**src/rtl/band_scale_sched.sv**
```systemverilog
// band_scale_sched: time-multiplexed per-band gain scaling with a saturated sum into one audio sample
module band_scale_sched #(
    parameter int NUM_BANDS = 5
) (
    input  logic                    clk,
    input  logic                    rst_n,
    input  logic                    smpl_vld,
    input  logic [16*NUM_BANDS-1:0] band_audio,
    input  logic [12*NUM_BANDS-1:0] band_pot,
    input  logic                    clr_ovr,
    output logic                    busy,
    output logic                    out_vld,
    output logic [15:0]             audio_out,
    output logic                    overrun
);
    localparam int IW = (NUM_BANDS > 1) ? $clog2(NUM_BANDS) : 1;
    typedef enum logic [1:0] {IDLE, SCALE, SAT} state_t;
    state_t                  state_q, state_d;
    logic [IW-1:0]           idx_q, idx_d;
    logic signed [18:0]      acc_q, acc_d;
    logic [16*NUM_BANDS-1:0] aud_q, aud_d;
    logic [12*NUM_BANDS-1:0] pot_q, pot_d;
    logic [15:0]             out_q, out_d;
    logic                    out_vld_q, out_vld_d;
    logic                    ovr_q, ovr_d;
    logic [11:0]             pot_sel;
    logic signed [15:0]      aud_sel;
    logic [23:0]             pot_sq;
    logic signed [28:0]      prod;
    logic [3:0]              prod_hi;
    logic [15:0]             scaled;
    logic signed [18:0]      acc_sum;
    logic [15:0]             acc_sat;
    // Single shared scaling datapath: squared-pot gain applied to the band at the current index
    always_comb begin
        pot_sel = pot_q[12*idx_q +: 12];
        aud_sel = $signed(aud_q[16*idx_q +: 16]);
        pot_sq  = {12'b0, pot_sel} * {12'b0, pot_sel};
        prod    = $signed({17'b0, pot_sq[23:12]}) * $signed({{13{aud_sel[15]}}, aud_sel});
        prod_hi = prod[28:25];
        scaled  = (prod_hi == 4'h0 || prod_hi == 4'hF) ? prod[25:10] : (prod[28] ? 16'h8000 : 16'h7FFF);
        acc_sum = acc_q + {{3{scaled[15]}}, scaled};
        acc_sat = (acc_q > 19'sd32767) ? 16'h7FFF : (acc_q < -19'sd32768) ? 16'h8000 : acc_q[15:0];
    end
    // Next-state, capture, accumulate and output-load logic; overrun set wins over clear
    always_comb begin
        state_d   = state_q;
        idx_d     = idx_q;
        acc_d     = acc_q;
        aud_d     = aud_q;
        pot_d     = pot_q;
        out_d     = out_q;
        out_vld_d = 1'b0;
        ovr_d     = (ovr_q & ~clr_ovr) | (smpl_vld & (state_q != IDLE));
        case (state_q)
            IDLE: begin
                if (smpl_vld) begin
                    aud_d   = band_audio;
                    pot_d   = band_pot;
                    acc_d   = '0;
                    idx_d   = '0;
                    state_d = SCALE;
                end
            end
            SCALE: begin
                acc_d   = acc_sum;
                idx_d   = (idx_q == IW'(NUM_BANDS - 1)) ? idx_q : idx_q + 1'b1;
                state_d = (idx_q == IW'(NUM_BANDS - 1)) ? SAT : SCALE;
            end
            SAT: begin
                out_d     = acc_sat;
                out_vld_d = 1'b1;
                state_d   = IDLE;
            end
            default: state_d = IDLE;
        endcase
    end
    // State registers with asynchronous active-low reset
    always_ff @(posedge clk or negedge rst_n) begin
        if (!rst_n) begin
            state_q   <= IDLE;
            idx_q     <= '0;
            acc_q     <= '0;
            aud_q     <= '0;
            pot_q     <= '0;
            out_q     <= '0;
            out_vld_q <= 1'b0;
            ovr_q     <= 1'b0;
        end else begin
            state_q   <= state_d;
            idx_q     <= idx_d;
            acc_q     <= acc_d;
            aud_q     <= aud_d;
            pot_q     <= pot_d;
            out_q     <= out_d;
            out_vld_q <= out_vld_d;
            ovr_q     <= ovr_d;
        end
    end
    assign busy      = (state_q != IDLE);
    assign out_vld   = out_vld_q;
    assign audio_out = out_q;
    assign overrun   = ovr_q;
endmodule

```
**config.mk**
```make
export PLATFORM = sky130hd
export DESIGN_NAME = band_scale_sched
export DESIGN_NICKNAME = d
export VERILOG_FILES = /design/src/rtl/band_scale_sched.sv
export SDC_FILE = /design/constraint.sdc
export NUM_CORES = 1
export LEC_CHECK = 0
export BUFFER_PORTS_ARGS = -buffer_cell sky130_fd_sc_hd__buf_2
export CORE_MARGIN = 5
export CORE_UTILIZATION = 50
export DETAILED_ROUTE_END_ITERATION = 8
export GPL_ROUTABILITY_DRIVEN = 0
export PLACE_DENSITY = 0.69
export SYNTH_ARGS = -nofsm -noshare
export SYNTH_HDL_FRONTEND = slang
export SYNTH_SLANG_ARGS = --single-unit
```
**constraint.sdc**
```tcl
create_clock -name clk -period 18.3 [get_ports clk]
set_input_delay 1.83 -clock clk [delete_from_list [all_inputs] [get_ports clk]]
set_output_delay 1.83 -clock clk [all_outputs]
set_load 0.005 [all_outputs]
```
==> summary.md <==
| Metric | Value |
|---|---|
| Status | `completed` |
| Mux contribution to synthesized area | `0.115` |
| Die height | `206 µm` |
| Register area share after synthesis | `0.237` |
| Number of antenna violations at the first check in global routing | `8` |
| Largest family of logic cells by synthesized area | `adder cells` |
| Vias in the first global route | `14.9k` |
| Post-synthesis adder-cell area fraction | `0.355` |
| Clock skew | `0.0216 ns` |
| Slowest CP cell | `a2111oi_0` |
| R2R Setup Slk | `1.33 ns` |
| CTS tree | `done` |
| FMAX | `58.9 MHz` |
| Post-synth ARST share | `1.00` |
| CP endpoint kind | `flip-flop` |
| Met1 usage | `0.310` |
| Met2 GRT Util | `0.384` |
| Final setup violation count | `0` |
| First-pass GRT wire length | `76.5 mm` |
| Worst R2R Start | `idx_q[2]$_DFFE_PN0P_` |
| Drt wl/cell | `17.9 µm` |
| Xor/xnor share of the synthesized area | `0.0250` |
| Period utilization | `0.927` |
| DRC errors left | `0` |
| Post-synthesis cell area | `19200 µm²` |
| Fin crit period | `16.97 ns` |
| Post-synthesis net count | `2463` |
| Worst slew pin tran | `1.10 ns` |
| Fillers | `3325` |
| Arrival time at the worst endpoint | `17.30 ns` |
| DP HPWL | `37.4 mm` |
| Yosys reg bits | `182` |
| Row count | `71` |
| CP top delay family | `compound AO/OA/AOI/OAI gates` |
| Post-Synth Simple-Gate Area | `0.107` |
| Max-cap check violation count | `0` |
| Final Hold Violating Endpoints | `0` |
| H-tree Lvls | `4` |
| Largest net degree at the start of global routing | `128` |
| Worst Path Max Fanout | `31` |
| Rel. slew slack | `0.267` |
| Slew Viols, Final | `0` |
| Fin area | `21200 µm²` |
| Delay of the slowest critical-path stage | `0.69 ns` |
| Synth warn | `0` |
| RSZ-0062 raised after global routing | `no` |
| Setup tns final | `0 ns` |
| Tightest hold margin | `0.466 ns` |
| Crit path required time | `18.63 ns` |
| GR peak layer | `met2` |
| Avg Cell Area, Syn | `9.99 µm²` |
| CTS Hold Bufs | `0` |
| Buf/Inv on CP | `11` |
| Clk slew on worst S/H paths | `0.08 ns` |
| Netlist cell types | `70` |
| Met3 Use GR | `0.0416` |
| Reg-to-reg endpoint | `acc_q[18]$_DFFE_PN0P_` |
| Commonest non-fill, non-tap cell in the layout | `inv_1` |
| Worst-case reg-to-reg path depth | `61` |
| WS Path Type | `flip-flop to flip-flop` |
| CTS buffer count | `17` |
| CP dominant cell by count | `fa_1` |
| CTS root buf | `clkbuf_16` |
| Worst-Skew Late Latency | `0.45 ns` |
| DRT Wirelength | `46.4 mm` |
| Initial Utilization | `0.508` |
| HP Class | `flip-flop to flip-flop` |
| Vias per cell | `5.34` |
| Number of port buffers | `162` |
| GRT Residual Overflow | `0` |
| Commonest non-fill, non-tap cells in the layout | `364 x inv_1, 255 x fa_1, 206 x nand2_1` |
| Gate count of the mapped netlist | `1926` |
| Post-synth EDFFs | `0` |
| Sink Count | `182` |
| IO Count | `163` |
| Core Region | `37800 µm²` |
| Ys flop type | `dfrtp_1` |
| CP Depth | `61` |
| Layout cells sized above 1 | `0.201` |
| Critical Path Source | `idx_q[2]$_DFFE_PN0P_` |
| DRT Pass-1 Iters | `5` |
| All-layer global routing usage | `0.227` |
| Die ar. | `42500 µm²` |
| Die width | `206 µm` |
| Fraction of the mapped netlist area in compound gates | `0.0751` |
| Worst setup SP type | `flip-flop` |
| Final #Nets | `2602` |
| ANT nets after route | `0` |
| Area Overhead vs Synth | `10.4%` |
| Post-DP Area | `20600 µm²` |
| Initial DRC count | `898` |
| CP endpoint | `acc_q[18]$_DFFE_PN0P_` |
| Vias | `13.8k` |
| CTS Buffer Depth | `2` |
Yosys cell counts, types with 6 or more instances:
| cell type | n | area share |
|---|---|---|
| a21o_1 | 27 | 0.011 |
| o21a_1 | 15 | 0.0059 |
| nor2_1 | 124 | 0.024 |
| ha_1 | 138 | 0.090 |
| a22o_1 | 9 | 0.0041 |
| o21ai_1 | 6 | 0.0016 |
| mux2i_1 | 15 | 0.0078 |
| nand2_1 | 206 | 0.040 |
| and3_1 | 6 | 0.0020 |
| o21ai_0 | 47 | 0.012 |
| fa_1 | 255 | 0.27 |
| xnor2_1 | 31 | 0.014 |
| nand3_1 | 16 | 0.0042 |
| nor2b_1 | 25 | 0.0081 |
| o22ai_1 | 15 | 0.0049 |
| inv_1 | 364 | 0.071 |
| clkbuf_1 | 62 | 0.012 |
| and2_1 | 29 | 0.0094 |
| nor3_1 | 14 | 0.0036 |
| or2_2 | 9 | 0.0029 |
| mux2_2 | 154 | 0.090 |
| mux4_2 | 14 | 0.016 |
| xor2_1 | 22 | 0.010 |
| dfrtp_1 | 182 | 0.24 |
| a21oi_1 | 50 | 0.013 |
| nand2b_1 | 11 | 0.0036 |
cells by family (layout without fill, tap and decap cells):
| kind of cell | after synthesis | count (layout) |
|---|---|---|
| AO/OA/AOI/OAI | 216 | 216 |
| buffers and inverters | 437 | 588 |
| XOR/XNOR | 54 | 54 |
| adder cells (fa/ha/maj) | 393 | 393 |
| other | 0 | 1 |
| multiplexers | 184 | 184 |
| flip-flops | 182 | 182 |
| AND/OR/NAND/NOR | 460 | 461 |
worst min-delay path by stage:
stage                              start                        end  depth (start not counted)
2_1_floorplan   audio_out[0]$_DFFE_PN0P_   audio_out[0]$_DFFE_PN0P_                          2
3_3_place_gp    audio_out[5]$_DFFE_PN0P_   audio_out[5]$_DFFE_PN0P_                          2
3_5_place_dp    audio_out[5]$_DFFE_PN0P_   audio_out[5]$_DFFE_PN0P_                          2
4_1_cts         audio_out[5]$_DFFE_PN0P_   audio_out[5]$_DFFE_PN0P_                          2
5_1_grt        audio_out[12]$_DFFE_PN0P_  audio_out[12]$_DFFE_PN0P_                          2
6_report       audio_out[12]$_DFFE_PN0P_  audio_out[12]$_DFFE_PN0P_                          2
worst register-to-register path, delay by kind of cell (launching register included):
kind | cells | cell delay (ns)
buf+inv | 11 | 1.59
simple gates | 11 | 2.16
compound gates | 23 | 6.26
mux | 1 | 0.32
flops | 1 | 0.32
xor+xnor | 1 | 0.13
fa+ha+maj | 14 | 6.08
metrics by stage:
| stage | std cells | utilization | setup WS, ns |
|---|---|---|---|
| floorplan | 1926 | - | 2.54 |
| global placement | 2553 | 0.545 | 1.40 |
| detailed placement | 2553 | 0.545 | 1.02 |
| CTS | 2585 | 0.560 | 0.917 |
| global route | 2589 | 0.561 | 0.104 |
| finish | 2590 | 0.561 | 1.33 |
routing by layer:
| metal | vias to the layer above | wire length [µm] |
|---|---|---|
| met5 | - | 86 |
| met4 | 14 | 778 |
| met3 | 71 | 2720 |
| met2 | 423 | 22500 |
| met1 | 6941 | 20300 |
| li1 | 6385 | - |
sequential cells by signal (all words and copies together), names as in the netlist:
name,count
overrun,1
state_q,2
out_vld,1
pot_q,60
idx_q,3
audio_out,16
aud_q,80
acc_q,19
what timing repair did:
item | in CTS | in global routing
hold endpoints to repair | 0 | 0
buffers inserted | 0 | 3
setup endpoints to repair | 0 | 2
gates resized for setup | 0 | 0
area by class of cell:
cell class,count,area (µm²),area share
diodes,1,2.50,0.000118
clock buffers,18,439,0.0207
clock inverters,14,158,0.00742
inverters,366,1370,0.0647
multi-input cells,1308,13000,0.614
flip-flops and latches,182,4560,0.214
well taps,511,639,0.0301
repair buffers,190,1030,0.0485
Power is left out: the tool's default activity adds up to more than one toggle a clock period on the data nets, which glitch-free logic cannot reach.
